==> src/rtl/pipe_hazard_ctrl_pkg.sv <==
// Shared core definitions: sequencer state encoding, register index width and
// forwarding-mux selects so the hazard and forwarding units agree on stage numbering.
package core_pkg;

    typedef enum logic [1:0] {
        ST_RUN   = 2'd0,
        ST_MEMW  = 2'd1,
        ST_FLUSH = 2'd2
    } ctrl_state_e;

    localparam int REG_IDX_W = 4;

    localparam logic [1:0] FWD_REGFILE = 2'd1;
    localparam logic [1:0] FWD_EX      = 2'd2;
    localparam logic [1:0] FWD_MEM     = 2'd3;

    // A source operand that is read and names the in-flight load destination.
    function automatic logic src_hazard(input logic                 used,
                                        input logic [REG_IDX_W-1:0] src,
                                        input logic [REG_IDX_W-1:0] dst,
                                        input logic                 r0_hw);
        return used && (src == dst) && !(r0_hw && (dst == '0));
    endfunction

endpackage

==> src/rtl/pipe_hazard_ctrl_if.sv <==
// Pipeline-side hazard/control signal bundle between the datapath (master)
// and the hazard sequencer (slave).
interface pipe_hazard_ctrl_if
    import core_pkg::*;
#(
    parameter int unsigned CNT_W = 16
);
    logic [REG_IDX_W-1:0] RegReadIndex11;
    logic [REG_IDX_W-1:0] RegReadIndex21;
    logic                 ReadUsed11;
    logic                 ReadUsed21;
    logic [REG_IDX_W-1:0] RegWriteIndex2;
    logic                 RegWrite2;
    logic                 MemRead2;
    logic                 BranchTaken2;
    logic                 MemReq3;
    logic                 MemReady;
    logic                 PcWrite;
    logic                 IfIdWrite;
    logic                 IfIdFlush;
    logic                 IdExBubble;
    logic                 PipeFreeze;
    logic                 MemTimeout;
    logic [1:0]           CtrlState;
    logic [CNT_W-1:0]     StallCycles;
    logic [CNT_W-1:0]     FlushCount;

    modport master (
        output RegReadIndex11, RegReadIndex21, ReadUsed11, ReadUsed21,
               RegWriteIndex2, RegWrite2, MemRead2, BranchTaken2, MemReq3, MemReady,
        input  PcWrite, IfIdWrite, IfIdFlush, IdExBubble, PipeFreeze,
               MemTimeout, CtrlState, StallCycles, FlushCount
    );

    modport slave (
        input  RegReadIndex11, RegReadIndex21, ReadUsed11, ReadUsed21,
               RegWriteIndex2, RegWrite2, MemRead2, BranchTaken2, MemReq3, MemReady,
        output PcWrite, IfIdWrite, IfIdFlush, IdExBubble, PipeFreeze,
               MemTimeout, CtrlState, StallCycles, FlushCount
    );

endinterface

==> src/rtl/pipe_hazard_ctrl_sat_counter.sv <==
// Saturating up-counter with asynchronous active-low clear.
module sat_counter #(
    parameter int unsigned W = 16
) (
    input  logic         clk,
    input  logic         rst_n,
    input  logic         inc_i,
    output logic [W-1:0] count_o
);
    logic [W-1:0] count_q;

    always_ff @(posedge clk or negedge rst_n) begin
        if (!rst_n) begin
            count_q <= '0;
        end else if (inc_i && (count_q != '1)) begin
            count_q <= count_q + 1'b1;
        end
    end

    assign count_o = count_q;

endmodule

==> src/rtl/pipe_hazard_ctrl.sv <==
// Hazard sequencer: load-use stall, taken-branch flush, memory-wait freeze
// with optional timeout, plus saturating stall/flush counters.
module pipe_hazard_ctrl
    import core_pkg::*;
#(
    parameter int unsigned FLUSH_CYCLES = 2,
    parameter int unsigned MEM_TIMEOUT  = 255,
    parameter bit          R0_HARDWIRED = 1'b0,
    parameter int unsigned CNT_W        = 16
) (
    input logic               clk,
    input logic               rst_n,
    pipe_hazard_ctrl_if.slave hz
);
    localparam int WAIT_W = (MEM_TIMEOUT < 2) ? 2 : $clog2(MEM_TIMEOUT + 1);
    localparam int FL_W   = (FLUSH_CYCLES < 3) ? 1 : $clog2(FLUSH_CYCLES);
    localparam logic [WAIT_W-1:0] TO_VAL  = WAIT_W'(MEM_TIMEOUT);
    localparam logic [FL_W-1:0]   FL_INIT = FL_W'(FLUSH_CYCLES - 1);

    ctrl_state_e       state_q, state_d;
    logic [WAIT_W-1:0] wait_q, wait_d;
    logic [FL_W-1:0]   left_q, left_d;
    logic              to_q, to_d;

    logic pc_w, ifid_w, ifid_f, bubble, freeze, flush_inc;
    logic mem_wait, load_use, to_hit;
    logic [CNT_W-1:0] stall_cnt, flush_cnt;

    assign mem_wait = hz.MemReq3 && !hz.MemReady;
    assign load_use = hz.MemRead2 && hz.RegWrite2 &&
        (src_hazard(hz.ReadUsed11, hz.RegReadIndex11, hz.RegWriteIndex2, R0_HARDWIRED) ||
         src_hazard(hz.ReadUsed21, hz.RegReadIndex21, hz.RegWriteIndex2, R0_HARDWIRED));
    assign to_hit   = (MEM_TIMEOUT != 0) && (wait_q == TO_VAL);

    always_comb begin
        state_d   = state_q;
        wait_d    = wait_q;
        left_d    = left_q;
        to_d      = to_q;
        pc_w      = 1'b1;
        ifid_w    = 1'b1;
        ifid_f    = 1'b0;
        bubble    = 1'b0;
        freeze    = 1'b0;
        flush_inc = 1'b0;
        unique case (state_q)
            ST_RUN: begin
                if (mem_wait) begin
                    {pc_w, ifid_w, freeze} = 3'b001;
                    state_d = ST_MEMW;
                    wait_d  = WAIT_W'(1);
                end else if (hz.BranchTaken2) begin
                    ifid_f    = 1'b1;
                    bubble    = 1'b1;
                    flush_inc = 1'b1;
                    if (FLUSH_CYCLES > 1) begin
                        state_d = ST_FLUSH;
                        left_d  = FL_INIT;
                    end
                end else if (load_use) begin
                    {pc_w, ifid_w, bubble} = 3'b001;
                end
            end
            ST_MEMW: begin
                // Ready beats timeout; an interrupted flush resumes only on a clean ready.
                if (hz.MemReady) begin
                    wait_d  = '0;
                    state_d = (left_q != '0) ? ST_FLUSH : ST_RUN;
                end else if (to_hit) begin
                    to_d    = 1'b1;
                    wait_d  = '0;
                    left_d  = '0;
                    state_d = ST_RUN;
                end else begin
                    {pc_w, ifid_w, freeze} = 3'b001;
                    if (wait_q != '1) wait_d = wait_q + 1'b1;
                end
            end
            ST_FLUSH: begin
                if (mem_wait) begin
                    {pc_w, ifid_w, freeze} = 3'b001;
                    state_d = ST_MEMW;
                    wait_d  = WAIT_W'(1);
                end else begin
                    ifid_f = 1'b1;
                    left_d = left_q - 1'b1;
                    if (left_q == FL_W'(1)) state_d = ST_RUN;
                end
            end
            default: state_d = ST_RUN;
        endcase
        // Idle control values while reset is held, independent of pipe inputs.
        if (!rst_n) begin
            {pc_w, ifid_w, ifid_f, bubble, freeze} = 5'b11000;
            flush_inc = 1'b0;
        end
    end

    always_ff @(posedge clk or negedge rst_n) begin
        if (!rst_n) begin
            state_q <= ST_RUN;
            wait_q  <= '0;
            left_q  <= '0;
            to_q    <= 1'b0;
        end else begin
            state_q <= state_d;
            wait_q  <= wait_d;
            left_q  <= left_d;
            to_q    <= to_d;
        end
    end

    sat_counter #(.W(CNT_W)) u_stall_cnt (
        .clk     (clk),
        .rst_n   (rst_n),
        .inc_i   (!pc_w),
        .count_o (stall_cnt)
    );

    sat_counter #(.W(CNT_W)) u_flush_cnt (
        .clk     (clk),
        .rst_n   (rst_n),
        .inc_i   (flush_inc),
        .count_o (flush_cnt)
    );

    assign hz.PcWrite     = pc_w;
    assign hz.IfIdWrite   = ifid_w;
    assign hz.IfIdFlush   = ifid_f;
    assign hz.IdExBubble  = bubble;
    assign hz.PipeFreeze  = freeze;
    assign hz.MemTimeout  = to_q;
    assign hz.CtrlState   = state_q;
    assign hz.StallCycles = stall_cnt;
    assign hz.FlushCount  = flush_cnt;

endmodule
==> src/flat_wrapper.sv <==
// flat-port wrapper written by rule: the top's interface ports become plain ports
module pipe_hazard_ctrl_flat import core_pkg::*;
#(
    parameter int unsigned FLUSH_CYCLES = 2,
    parameter int unsigned MEM_TIMEOUT  = 255,
    parameter bit          R0_HARDWIRED = 1'b0,
    parameter int unsigned CNT_W        = 16
)
  (clk, rst_n, hz_RegReadIndex11, hz_RegReadIndex21, hz_ReadUsed11, hz_ReadUsed21, hz_RegWriteIndex2, hz_RegWrite2, hz_MemRead2, hz_BranchTaken2, hz_MemReq3, hz_MemReady, hz_PcWrite, hz_IfIdWrite, hz_IfIdFlush, hz_IdExBubble, hz_PipeFreeze, hz_MemTimeout, hz_CtrlState, hz_StallCycles, hz_FlushCount);
  pipe_hazard_ctrl_if #(.CNT_W(CNT_W)) hz_i ();
  input logic clk;
  input logic rst_n;
  input wire logic [$bits(hz_i.RegReadIndex11)-1:0] hz_RegReadIndex11;
  input wire logic [$bits(hz_i.RegReadIndex21)-1:0] hz_RegReadIndex21;
  input wire logic [$bits(hz_i.ReadUsed11)-1:0] hz_ReadUsed11;
  input wire logic [$bits(hz_i.ReadUsed21)-1:0] hz_ReadUsed21;
  input wire logic [$bits(hz_i.RegWriteIndex2)-1:0] hz_RegWriteIndex2;
  input wire logic [$bits(hz_i.RegWrite2)-1:0] hz_RegWrite2;
  input wire logic [$bits(hz_i.MemRead2)-1:0] hz_MemRead2;
  input wire logic [$bits(hz_i.BranchTaken2)-1:0] hz_BranchTaken2;
  input wire logic [$bits(hz_i.MemReq3)-1:0] hz_MemReq3;
  input wire logic [$bits(hz_i.MemReady)-1:0] hz_MemReady;
  output wire logic [$bits(hz_i.PcWrite)-1:0] hz_PcWrite;
  output wire logic [$bits(hz_i.IfIdWrite)-1:0] hz_IfIdWrite;
  output wire logic [$bits(hz_i.IfIdFlush)-1:0] hz_IfIdFlush;
  output wire logic [$bits(hz_i.IdExBubble)-1:0] hz_IdExBubble;
  output wire logic [$bits(hz_i.PipeFreeze)-1:0] hz_PipeFreeze;
  output wire logic [$bits(hz_i.MemTimeout)-1:0] hz_MemTimeout;
  output wire logic [$bits(hz_i.CtrlState)-1:0] hz_CtrlState;
  output wire logic [$bits(hz_i.StallCycles)-1:0] hz_StallCycles;
  output wire logic [$bits(hz_i.FlushCount)-1:0] hz_FlushCount;
  assign hz_i.RegReadIndex11 = hz_RegReadIndex11;
  assign hz_i.RegReadIndex21 = hz_RegReadIndex21;
  assign hz_i.ReadUsed11 = hz_ReadUsed11;
  assign hz_i.ReadUsed21 = hz_ReadUsed21;
  assign hz_i.RegWriteIndex2 = hz_RegWriteIndex2;
  assign hz_i.RegWrite2 = hz_RegWrite2;
  assign hz_i.MemRead2 = hz_MemRead2;
  assign hz_i.BranchTaken2 = hz_BranchTaken2;
  assign hz_i.MemReq3 = hz_MemReq3;
  assign hz_i.MemReady = hz_MemReady;
  assign hz_PcWrite = hz_i.PcWrite;
  assign hz_IfIdWrite = hz_i.IfIdWrite;
  assign hz_IfIdFlush = hz_i.IfIdFlush;
  assign hz_IdExBubble = hz_i.IdExBubble;
  assign hz_PipeFreeze = hz_i.PipeFreeze;
  assign hz_MemTimeout = hz_i.MemTimeout;
  assign hz_CtrlState = hz_i.CtrlState;
  assign hz_StallCycles = hz_i.StallCycles;
  assign hz_FlushCount = hz_i.FlushCount;
  pipe_hazard_ctrl #(.FLUSH_CYCLES(FLUSH_CYCLES), .MEM_TIMEOUT(MEM_TIMEOUT), .R0_HARDWIRED(R0_HARDWIRED), .CNT_W(CNT_W)) u_core (.clk(clk), .rst_n(rst_n), .hz(hz_i));
endmodule
==> config.mk <==
export PLATFORM = sky130hd
export DESIGN_NAME = pipe_hazard_ctrl_flat
export DESIGN_NICKNAME = d
export VERILOG_FILES = /design/src/rtl/pipe_hazard_ctrl_pkg.sv /design/src/rtl/pipe_hazard_ctrl_if.sv /design/src/rtl/pipe_hazard_ctrl_sat_counter.sv /design/src/rtl/pipe_hazard_ctrl.sv /design/src/flat_wrapper.sv
export SDC_FILE = /design/constraint.sdc
export NUM_CORES = 1
export LEC_CHECK = 0
export BUFFER_PORTS_ARGS = -buffer_cell sky130_fd_sc_hd__buf_2
export CELL_PAD_IN_SITES_DETAIL_PLACEMENT = 0
export CELL_PAD_IN_SITES_GLOBAL_PLACEMENT = 1
export CORE_AREA = 2 2 81 83
export DETAILED_ROUTE_END_ITERATION = 8
export DIE_AREA = 0 0 83 85
export PLACE_DENSITY_LB_ADDON = 0.1
export SYNTH_ARGS = -nofsm -noshare
export SYNTH_HDL_FRONTEND = slang
export SYNTH_SLANG_ARGS = --single-unit
==> constraint.sdc <==
create_clock -name clk -period 2.8 [get_ports clk]
set_clock_uncertainty 0.2 [all_clocks]
set_input_delay 0.42 -clock clk [delete_from_list [all_inputs] [get_ports clk]]
set_output_delay 0.42 -clock clk [all_outputs]
set_load 0.02 [all_outputs]
==> results.toml <==
[run]
maxCapViolCount = 0

[critical_path]
critPathMaxStageDelay_ns = 0.59
crit_type = "flip-flop to output pin"
path_max_fanout = 13
required_ns = 2.18
critical_path.startpoint_type = "flip-flop"
critPathSlowestCell = "dfrtp_1"
endpoint_kind = "output pin"
worstPathCellList = "nand2b_1 > or2_2 > o22ai_1 > and2_1 > buf_2"
critPathArrivalTime_ns = 1.99

[detailed_routing]
dr.pass1.iters = 4
routed_wl_um = 5160
viasPerCell = 5.17
wire_per_inst_um = 13.7
vias = 1950
drc = 0
ant_nets = 0
drt_iter0_markers = 64

[clocking]
clock_sinks = 44
cts_buffers = 5
cts.path.max_buffers = 2
cts_max_level = 2
cts_tree = "built"
clkLatencyLatePin_ns = 0.29
cts_root_buf = "clkbuf_8"
cts.clk_slew.worst_paths_ns = 0.08

[finish]
fillers = 605
layout_common_cells = "60 x buf_2, 44 x dfrtp_1, 32 x xnor2_1"
areaGrowthSynthToFinish_pct = 21.1
utilization = 0.470
diodes = 0
layout_commonest_cell = "buf_2"
nets = 324
drive_above_1_share = 0.287

[power]
leakage_nw = 1.41
power.density_nw_per_um2 = 703
ir_drop_v = 0.000254
power_w = 0.00205

[place]
post-place-ws_ns = 0.484
hpwl_um = 3840
port_buffers = 60
gp_congestion = 0.765

[logic_synthesis]
synth_area_leaders = "dfrtp_1 46%, xnor2_1 12%, nand3_1 5.2%"
synth_top_area_share = 0.457
syn-cell-area_um2 = 2410
syn_avg_cell_area_um2 = 10.2
yosys_warnings = 0
synth_fp_nets = 260
ys_async_sr_fraction = 1.00
seq_area_frac_synth = 0.457
ys_seq_elements = 44
synth_edf_count = 0
synthFlopType = "dfrtp_1"
synthCells = 236
synth_top_area_cell = "dfrtp_1"
ys_types = 52

[timing]
slew_headroom = 0.643
layout_setup_ws_ns = 0.193
worstMarginPinSlew_ns = 0.535
min_period_ns = 2.61
setup_tns_ns = 0
fin_crit_sh = 0.931
rsz0062_at_grt = "false"
setup_viol = 0
drv_slew = 0
hold_viol = 0
fmax_mhz = 384

[min_path]
hold_path.class = "primary input to flip-flop"

[die]
fp.dieW_um = 83
io_pins = 61
start_util = 0.389
core_um2 = 6200
chipHeight_um = 85
rows = 29
dieArea_um2 = 7060

[grt]
antenna_found_initial = 0
grt-ovfl-total = 0
grt_pass1_vias = 1862
grt_max_degree = 43
grt_pass1_wl_um = 8830
grtUsageTotal = 0.152

[run_status]
status = "completed"
==> sequential cells by signal, indices dropped and copies added, names as in the netlist <==
signal,count
u_core.u_flush_cnt.count_o,16
u_core.hz.CtrlState,2
u_core.wait_q,8
u_core.hz.MemTimeout,1
u_core.u_stall_cnt.count_o,16
u_core.left_q,1
==> timing repair <==
action / CTS / global route
hold buffers: 1 / 0
gates resized for setup: 0 / 0
endpoints found under the hold margin: 2 / 0
buffers inserted: 0 / 0
==> cell families after synthesis <==
group | count (synthesis) | share of synthesized area
compound gates | 29 | 0.0794
xor+xnor | 36 | 0.131
mux | 5 | 0.0259
buf+inv | 7 | 0.0192
simple gates | 112 | 0.272
flops | 44 | 0.457
fa+ha+maj | 3 | 0.0156
==> critical path, delay by kind of cell (launching register included) <==
| kind | cells | cell delay, ns |
|---|---|---|
| and+or+nand+nor | 3 | 0.76 |
| DFF | 1 | 0.59 |
| AOI/OAI and AO/OA | 1 | 0.19 |
| buffers and inverters | 1 | 0.16 |
==> path summary, 6_finish.rpt <==
check	from	slack [ns]	depth (start not counted)	to
setup / recovery	u_core.hz.CtrlState[0]	0.19	5	hz_PipeFreeze
hold reg to reg	u_core.hz.MemTimeout	0.26	1	u_core.hz.MemTimeout
setup reg to reg	u_core.wait_q[0]	0.62	6	u_core.u_stall_cnt.count_o[12]
min in group asynchronous	rst_n	0.33	2	u_core.left_q
hold / removal	hz_MemReady	0.19	2	u_core.wait_q[0]
max in group asynchronous	rst_n	1.27	3	u_core.wait_q[0]
==> synth_stat cells, types with 4 or more instances <==
library cell	n
dfrtp_1	44
xnor2_1	32
nand3_1	25
nand2_1	23
and3_1	14
nor2_1	11
nand4_1	9
o21ai_0	9
xor2_1	4
==> power by group <==
| group | total, W | switching (W) | leakage [nW] | internal, W |
|---|---|---|---|---|
| Combinational | 0.000615 | 0.000358 | 0.757 | 0.000257 |
| Sequential | 0.000872 | 0.000134 | 0.586 | 0.000737 |
| Clock | 0.000565 | 0.000214 | 0.0642 | 0.000351 |
==> metrics by stage <==
stage	hold slack, ns	instances	area (um2)
after detailed placement	0.0874	369	2780
after global placement	0.0884	369	2780
after CTS	0.182	377	2920
final	0.193	377	2920
after floorplan	-0.0756	236	2410
after global routing	0.207	377	2920
==> final cells by class <==
type                       instances  area (um2)  area share
tap                               77        96.3      0.0330
clock inverter                     2        60.1      0.0206
timing repair buffer              63         325       0.111
inverter                           1        3.75     0.00129
clock buffer                       5        68.8      0.0236
sequential                        44        1100       0.377
multi-input combinational        185        1260       0.433
==> layer usage <==
layer	vias to the layer above	track usage	wire (um)
li1	977	-	-
met3	5	0.0360	259
met2	55	0.225	2180
met5	-	0	0
met4	0	0.0447	46
met1	913	0.221	2680
Power figures use the tool's default switching activity.
